File: config.mk
export PLATFORM = sky130hd
export DESIGN_NAME = mic4_readout
export DESIGN_NICKNAME = d
export VERILOG_FILES = /design/src/rtl/mic4_readout.sv
export SDC_FILE = /design/constraint.sdc
export NUM_CORES = 1
export LEC_CHECK = 0
export ABC_AREA = 1
export BUFFER_PORTS_ARGS = -buffer_cell sky130_fd_sc_hd__buf_2
export CAP_MARGIN = 10
export CORE_UTILIZATION = 48
export CTS_BUF_LIST = sky130_fd_sc_hd__clkbuf_16
export CTS_CLUSTER_SIZE = 30
export DETAILED_ROUTE_END_ITERATION = 8
export PLACE_DENSITY = 0.78
export SYNTH_ARGS = -nofsm -noshare
export SYNTH_HDL_FRONTEND = slang
export SYNTH_SLANG_ARGS = --single-unit
File: constraint.sdc
create_clock -name clk_in -period 2.2 [get_ports clk_in]
set_input_delay 0.11 -clock clk_in [delete_from_list [all_inputs] [get_ports clk_in]]
set_output_delay 0.11 -clock clk_in [all_outputs]
set_load 0.005 [all_outputs]
File: src/rtl/mic4_readout.sv
// Readout controller for the MIC4 chip: parallel-loads the chip, clocks serial
// words out MSB first and hands each word downstream over a valid/ready pair.
module mic4_readout #(
  parameter int DIV_WIDTH    = 6,
  parameter int WORD_WIDTH   = 16,
  parameter int NWORDS_WIDTH = 10
) (
  input  logic                    clk_in,
  input  logic                    rst,
  input  logic [DIV_WIDTH-1:0]    div,
  input  logic [NWORDS_WIDTH-1:0] nwords,
  input  logic                    start,
  input  logic                    sdata_in,
  input  logic                    data_ready,
  output logic                    sclk_out,
  output logic                    load_out,
  output logic [WORD_WIDTH-1:0]   data_out,
  output logic                    data_valid,
  output logic                    busy,
  output logic                    done
);
  localparam int BIT_W = (WORD_WIDTH > 1) ? $clog2(WORD_WIDTH) : 1;
  localparam logic [BIT_W-1:0]        LAST_BIT = BIT_W'(WORD_WIDTH - 1);
  localparam logic [BIT_W-1:0]        BIT_ONE  = BIT_W'(1);
  localparam logic [DIV_WIDTH:0]      CNT_ONE  = (DIV_WIDTH+1)'(1);
  localparam logic [NWORDS_WIDTH-1:0] WORD_ONE = NWORDS_WIDTH'(1);

  typedef enum logic [2:0] {IDLE, LOAD, SHIFT, HOLD, DONE} state_t;

  state_t                  state;
  logic [DIV_WIDTH-1:0]    div_l;
  logic [NWORDS_WIDTH-1:0] nwords_l;
  logic [NWORDS_WIDTH-1:0] word_cnt;
  logic [DIV_WIDTH:0]      cnt;
  logic [BIT_W-1:0]        bit_cnt;
  logic [WORD_WIDTH-2:0]   shreg;
  logic                    sdata_p0;
  logic                    sdata_p1;
  logic [DIV_WIDTH:0]      rise_cnt;
  logic [DIV_WIDTH:0]      last_cnt;
  logic [WORD_WIDTH-1:0]   word_next;

  // Divisors below 2 would leave too little high time for the synchronizer.
  function automatic logic [DIV_WIDTH-1:0] eff_div(input logic [DIV_WIDTH-1:0] d);
    return (d < DIV_WIDTH'(2)) ? DIV_WIDTH'(2) : d;
  endfunction

  // With H = D+1, sclk rises after count D and the bit period ends at count 2D+1.
  assign rise_cnt  = {1'b0, div_l};
  assign last_cnt  = {div_l, 1'b1};
  assign word_next = {shreg, sdata_p1};

  // Stage p0/p1: two-flop synchronizer for the chip's asynchronous serial data
  always_ff @(posedge clk_in or posedge rst) begin
    if (rst) begin
      sdata_p0 <= 1'b0;
      sdata_p1 <= 1'b0;
    end else begin
      sdata_p0 <= sdata_in;
      sdata_p1 <= sdata_p0;
    end
  end

  always_ff @(posedge clk_in or posedge rst) begin
    if (rst) begin
      state      <= IDLE;
      div_l      <= '0;
      nwords_l   <= '0;
      word_cnt   <= '0;
      cnt        <= '0;
      bit_cnt    <= '0;
      shreg      <= '0;
      sclk_out   <= 1'b0;
      load_out   <= 1'b0;
      data_out   <= '0;
      data_valid <= 1'b0;
      busy       <= 1'b0;
      done       <= 1'b0;
    end else begin
      done <= 1'b0;
      case (state)
        IDLE: begin
          if (start) begin
            div_l    <= eff_div(div);
            nwords_l <= nwords;
            word_cnt <= '0;
            cnt      <= '0;
            bit_cnt  <= '0;
            busy     <= 1'b1;
            if (nwords != '0) begin
              state    <= LOAD;
              load_out <= 1'b1;
            end else begin
              state <= DONE;
              done  <= 1'b1;
            end
          end
        end
        LOAD: begin
          if (cnt == last_cnt) begin
            cnt      <= '0;
            load_out <= 1'b0;
            state    <= SHIFT;
          end else begin
            cnt <= cnt + CNT_ONE;
          end
        end
        SHIFT: begin
          if (cnt == rise_cnt) sclk_out <= 1'b1;
          // Last cycle of the high phase: take the bit and drop sclk.
          if (cnt == last_cnt) begin
            sclk_out <= 1'b0;
            cnt      <= '0;
            shreg    <= word_next[WORD_WIDTH-2:0];
            if (bit_cnt == LAST_BIT) begin
              bit_cnt    <= '0;
              data_out   <= word_next;
              data_valid <= 1'b1;
              state      <= HOLD;
            end else begin
              bit_cnt <= bit_cnt + BIT_ONE;
            end
          end else begin
            cnt <= cnt + CNT_ONE;
          end
        end
        HOLD: begin
          if (data_valid && data_ready) begin
            data_valid <= 1'b0;
            word_cnt   <= word_cnt + WORD_ONE;
            if (word_cnt == nwords_l - WORD_ONE) begin
              state <= DONE;
              done  <= 1'b1;
            end else begin
              state <= SHIFT;
              cnt   <= '0;
            end
          end
        end
        DONE: begin
          busy  <= 1'b0;
          state <= IDLE;
        end
        default: state <= IDLE;
      endcase
    end
  end

endmodule

After elaboration in Yosys (flattened, before gate mapping)
Cells that the tools add are included.
W data, S select, Z words.
- memory bits (read-only): 0
- memories kept: 0
- memory bits (writable): 0
- input bits: 21
- register bits: 78
- logic and storage cells: 95
- bits in latches: 0
- mux-type cells: 38
- divide/modulo/power cells: 0
- $add $sub $neg: 4
- reductions and logical operators: 22
- bitwise operators: 0
- multiply operators: 0
- shift-type cells: 0
- $lt $le $gt $ge: 1
- equality and inequality tests: 15
- operators by type and width (operator ; count):
    $mux W7 ; 4
    $mux W3 ; 7
    $pmux W7 S3 ; 1
    $mux W10 ; 2
    $pmux W10 S2 ; 1
    $ne A2 B2 Y1 const B ; 7
    $mux W1 ; 13
    $mux W4 ; 3
    $pmux W3 S4 ; 1
    $reduce_and A4 Y1 ; 3
    $reduce_bool A2 Y1 ; 6
    $add A10 B1 Y10 const B ; 1
    $eq A10 B10 Y1 ; 1
    $reduce_bool A10 Y1 ; 1
    $sub A10 B1 Y10 const B ; 1
    $reduce_and A3 Y1 ; 3
    $pmux W1 S2 ; 4
    $pmux W4 S2 ; 1
    $reduce_and A2 Y1 ; 4
    $add A7 B1 Y7 const B ; 1
    $eq A7 B6 Y1 ; 1
    $eq A7 B7 Y1 ; 1
    $eq A3 B2 Y1 const B ; 2
    $lt A6 B2 Y1 const B ; 1
    10 further kinds ; 10

Depth between registers and ports, before layout
- word-level depth: 5
- gate-level depth with buffers: 15

Least setup slack after synthesis
Ideal clock, no wire load.
- path kind: reg-to-reg
- from: register nwords_l[0]
- to: register cnt[4]
- stages on the path, launching flop included: 14
- library setup time: 0.122 ns
- arrival time: 1.555 ns
- slack: 0.523 ns
- cell sequence: dfrtp_1 > inv_1 > ha_1 > nand2_1 > nor2_1 > nand2_1 > nand2_1 > nand3_1 > nand2_1 > inv_1 > nand4_1 > nand2_1 > nand2_1 > nand2_1
- word-level cells in the longest chain between the ends: 4
- ends and longest elaborated chain (element ; RTL line ; text):
    start, declared ; 32 ; logic [NWORDS_WIDTH-1:0] nwords_l;
    start signal, assigned ; 85 ; nwords_l <= nwords;
    $sub A10 B1 Y10 ; 131 ; if (word_cnt == nwords_l - WORD_ONE) begin
    $eq A10 B10 Y1 ; 131 ;
    $ne A2 B2 Y1 (no line) ; -- ;
    $reduce_and A4 Y1 (no line) ; -- ;
    end signal, assigned ; 105 ; cnt <= cnt + CNT_ONE;
    end signal, assigned ; 124 ; cnt <= cnt + CNT_ONE;
    end, declared ; 34 ; logic [DIV_WIDTH:0] cnt;
Every way passes these cells.
A chain may end at the register's enable or synchronous reset.

Worst setup path in the final report
- from: register nwords_l[0]
- to: register cnt[5]
The elaborated chain is that of the path after synthesis.

==> results.py <==
metrics = {
    "status": {
        "run_status": "finished clean",
    },
    "clock_tree": {
        "h-tree-depth": 3,
        "cts_inserted_buffers": 9,
        "ctsLongestPathBuffers": 2,
        "clock_insertion_delay_at_the_later_pin_of_the_skew_report_ns": 0.34,
        "cts_resized": 0,
        "cts_root_buffer": "sky130_fd_sc_hd__clkbuf_16",
        "postCtsSetupRepairBufs": 0,
        "cts.clk_slew.worst_paths_ns": 0.06,
        "cts_num_sinks": 78,
        "cts_tree": "done",
        "cts-hold-fix-buffers": 4,
    },
    "timing": {
        "setup_viol_count_final": 0,
        "fin_crit_sh_pct": 89.1,
        "worst_slew_margin_rel_pct": 67.9,
        "final-max-slew-violation-count": 0,
        "skew_ns": 0.00483,
        "totalNegativeSetupSlack_ns": 0,
        "period_minus_slack_ns": 1.96,
        "final_hold_viol_count": 0,
        "worst_slew_pin_slew_ns": 0.481,
        "setup_repair_after_global_routing_missed_its_margin": "no",
        "fmaxAchievable_ghz": 0.510,
    },
    "detailed_routing": {
        "routed_wire_length_per_instance_microns": 12.0,
        "drtIter0Drc": 162,
        "drt_drc_violations_left": 0,
        "drt_pass1_iterations": 5,
        "drt-total-wl_microns": 7900,
        "routed-via-count": 3345,
        "avgViaCountPerCell": 5.08,
        "route.antenna.remaining_nets": 0,
    },
    "final_layout": {
        "area_of_the_multi_input_gates_sq_mm": 0.00164,
        "diodes": 0,
        "flow.area_growth_from_synthesis_pct": 17.4,
        "fill_cells": 681,
        "post-route-util_pct": 58.9,
        "layout.cells.non_filler": 659,
        "drive_above_1_share_pct": 15.3,
        "num-nets-final": 577,
        "area.sequential_sq_mm": 0.00195,
    },
    "grt": {
        "antenna_violations_before_repair": 0,
        "via_count_of_the_first_global_routing_pass": 3130,
        "groute.usage.overall_pct": 21.2,
        "grt-ovfl-total": 0,
        "grt_pass1_wl_microns": 14200,
        "grt_max_degree": 44,
    },
    "power": {
        "power.density_cell_area_mw_per_mm2": 1090,
        "clock_power_share_pct": 30.2,
        "power.share.switching_pct": 37.4,
        "power.switching_w": 0.00188,
        "power.static_leakage_nw": 2.33,
        "p_comb_share_pct": 30.8,
        "report.power.total_w": 0.00502,
        "power_report.internal_total_w": 0.00314,
        "power.share.sequential_pct": 39.0,
        "vdd_ir_drop_max_mv": 0.462,
    },
    "setup_path": {
        "timing.reg2reg.setup_slack_ns": 0.24,
        "crit_path_end": "cnt[5]$_DFFE_PP0P_",
        "worstSetupStartpointType": "flip-flop",
        "cp-startpoint": "nwords_l[0]$_DFFE_PP0P_",
        "critPathCaptureType": "flip-flop",
        "worstPathRequired_ns": 2.42,
        "worst_r2r_path_depth": 13,
        "critical-path-top-cell-by-count": "sky130_fd_sc_hd__nand2_1",
        "cp_data_arrival_time_ns": 2.19,
        "r2r-start": "nwords_l[0]$_DFFE_PP0P_",
        "reg_to_reg_critical_path_endpoint": "cnt[5]$_DFFE_PP0P_",
        "cp_slowest_cell": "sky130_fd_sc_hd__dfrtp_1",
        "critical_path.max_stage_delay_ns": 0.40,
        "worst_setup_path_type": "flip-flop to flip-flop",
        "critical_path_peak_fanout": 7,
        "critical_path.cell_chain": "inv_1 > ha_1 > nand2_1 > nor2_1 > nand2_1 > nand2_1 > nand3_1 > nand2_1 > inv_1 > nand4_1 > nand2_1 > nand2_1 > nand2_1",
    },
    "synthesis": {
        "netlist_area_sq_mm": 0.00392,
        "post_synth_inst_count": 501,
        "postSynthNetCount": 526,
        "syn_area_per_cell_sq_um": 7.82,
        "synth_cell_type_count": 32,
        "ys_seq_elements": 78,
        "synthesis.yosys.warnings": 0,
        "synth.yosys.seq_area_share_pct": 49.8,
    },
    "placement": {
        "place_inst": 639,
        "dpl.hpwl_microns": 5630,
        "port_buffers": 41,
        "globalplace.congestion": 0.858,
    },
    "die": {
        "floorplan.die_area_sq_mm": 0.00853,
        "placeableCoreArea_sq_mm": 0.00781,
        "io_pins": 42,
        "initial_core_utilization_pct": 50.2,
        "die_boundary_width_microns": 92.4,
        "die_h_microns": 92.4,
        "std_cell_rows": 32,
    },
    "worst_hold_path": {
        "hp-class": "input pin to flip-flop",
        "whs_path_depth": 3,
    },
    "flow_run": {
        "cap_viol_max_count": 0,
    },
}
[Yosys cell counts]
cell,instances,area share [%]
sky130_fd_sc_hd__nand2_1,154,15
sky130_fd_sc_hd__dfrtp_1,78,50
sky130_fd_sc_hd__inv_1,66,6.3
sky130_fd_sc_hd__o21ai_0,36,4.6
sky130_fd_sc_hd__nor2_1,35,3.4
sky130_fd_sc_hd__nand3_1,24,3.1
sky130_fd_sc_hd__o21ai_1,19,2.4
sky130_fd_sc_hd__nor3_1,12,1.5
sky130_fd_sc_hd__a21oi_1,8,1.0
sky130_fd_sc_hd__buf_2,8,1.0
sky130_fd_sc_hd__nand4_1,8,1.3
sky130_fd_sc_hd__inv_2,7,0.67
sky130_fd_sc_hd__xor2_1,6,1.3
sky130_fd_sc_hd__xnor2_1,5,1.1
sky130_fd_sc_hd__ha_1,4,1.3
sky130_fd_sc_hd__nand2_2,4,0.64
sky130_fd_sc_hd__nand3b_1,3,0.57
sky130_fd_sc_hd__nor3_2,3,0.77
sky130_fd_sc_hd__nor4_1,3,0.48
sky130_fd_sc_hd__clkbuf_1,2,0.19
sky130_fd_sc_hd__nand3_2,2,0.51
sky130_fd_sc_hd__nor2_4,2,0.57
sky130_fd_sc_hd__o2111ai_1,2,0.45
sky130_fd_sc_hd__o22ai_1,2,0.32
sky130_fd_sc_hd__a22oi_1,1,0.19
sky130_fd_sc_hd__buf_4,1,0.19
sky130_fd_sc_hd__nand3_4,1,0.45
sky130_fd_sc_hd__nor3_4,1,0.42
sky130_fd_sc_hd__o211ai_1,1,0.19
sky130_fd_sc_hd__o21bai_1,1,0.19
sky130_fd_sc_hd__or2_0,1,0.16
sky130_fd_sc_hd__or2_2,1,0.16
[logic make-up after synthesis]
kind of cell / Yosys count / synth area share (%)
simple gates: 254 / 28.7
fa+ha+maj: 4 / 1.28
xor+xnor: 11 / 2.46
buf+inv: 84 / 8.39
compound gates: 70 / 9.38
flops: 78 / 49.8
[area by class of cell]
| cell class | count | share of cell area [%] |
|---|---|---|
| clock buffers | 9 | 4.90 |
| clock inverters | 7 | 1.74 |
| inverters | 73 | 5.96 |
| multi-input cells | 339 | 35.6 |
| flip-flops and latches | 78 | 42.4 |
| well taps | 102 | 2.77 |
| repair buffers | 51 | 6.58 |
[critical path: cells and delay by family (launching register included)]
family | cells | cell delay (ns)
adders and majority gates | 1 | 0.23
DFF | 1 | 0.40
and+or+nand+nor | 10 | 1.05
buffers and inverters | 2 | 0.16
[flip-flops by register name (all words and copies together), names as in the netlist]
signal      flops
cnt             7
state           3
data_out       16
load_out        1
sclk_out        1
div_l           6
sdata_p0        1
word_cnt       10
done            1
nwords_l       10
sdata_p1        1
shreg          15
data_valid      1
bit_cnt         4
busy            1
[through the flow]
step,instance area (sq um),hold slack (ns),setup slack (ns)
after floorplan,3920,0.141,0.0950
after global placement,4260,0.149,0.367
after detailed placement,4260,0.155,0.289
after CTS,4600,0.00233,0.257
after global routing,4600,0.0243,0.0123
final,4600,0.0118,0.239
[placed cells by master, fill, tap and decap left out, drive strengths merged, types with 2 or more instances in the layout]
cell type and instances:
clkbuf 9, nand4 8, nand3 27, xnor2 5, nand2 158, inv 76
buf 47, nor2 37, nor3 16, clkinv 2, ha 4, o21ai 55
o2111ai 2, nand3b 3, nor4 3, dfrtp 78, dlygate4sd3 4, or2 2
o22ai 2, a21oi 8, xor2 6
[per-layer routing]
metal,vias to the layer above,global-route usage (%),wire length [microns]
li1,1698,-,-
met1,1562,27.8,3670
met2,76,34.4,3770
met3,9,6.08,383
met4,0,5.60,72
met5,-,0,0
[worst min-delay path by stage]
| stage | from | end | slack, ns |
|---|---|---|---|
| floorplan | sdata_in | sdata_p0$_DFF_PP0_ | 0.14 |
| global route | div[0] | div_l[0]$_DFFE_PP0P_ | 0.02 |
| CTS | div[3] | div_l[3]$_DFFE_PP0P_ | 0.002 |
| finish | div[3] | div_l[3]$_DFFE_PP0P_ | 0.01 |
| detailed placement | rst | data_out[10]$_DFFE_PP0P_ | 0.16 |
| global placement | rst | data_out[10]$_DFFE_PP0P_ | 0.15 |
[power by group through the flow]
| stage | registers [W] | clock network, W | logic, W |
|---|---|---|---|
| floorplan | 0.00191 | 0 | 0.00123 |
| global placement | 0.00197 | 0 | 0.00148 |
| detailed placement | 0.00198 | 0 | 0.00153 |
| CTS | 0.00195 | 0.00155 | 0.00155 |
| global route | 0.00200 | 0.00163 | 0.00179 |
| finish | 0.00196 | 0.00152 | 0.00155 |
(Power assumes the default switching activity.)
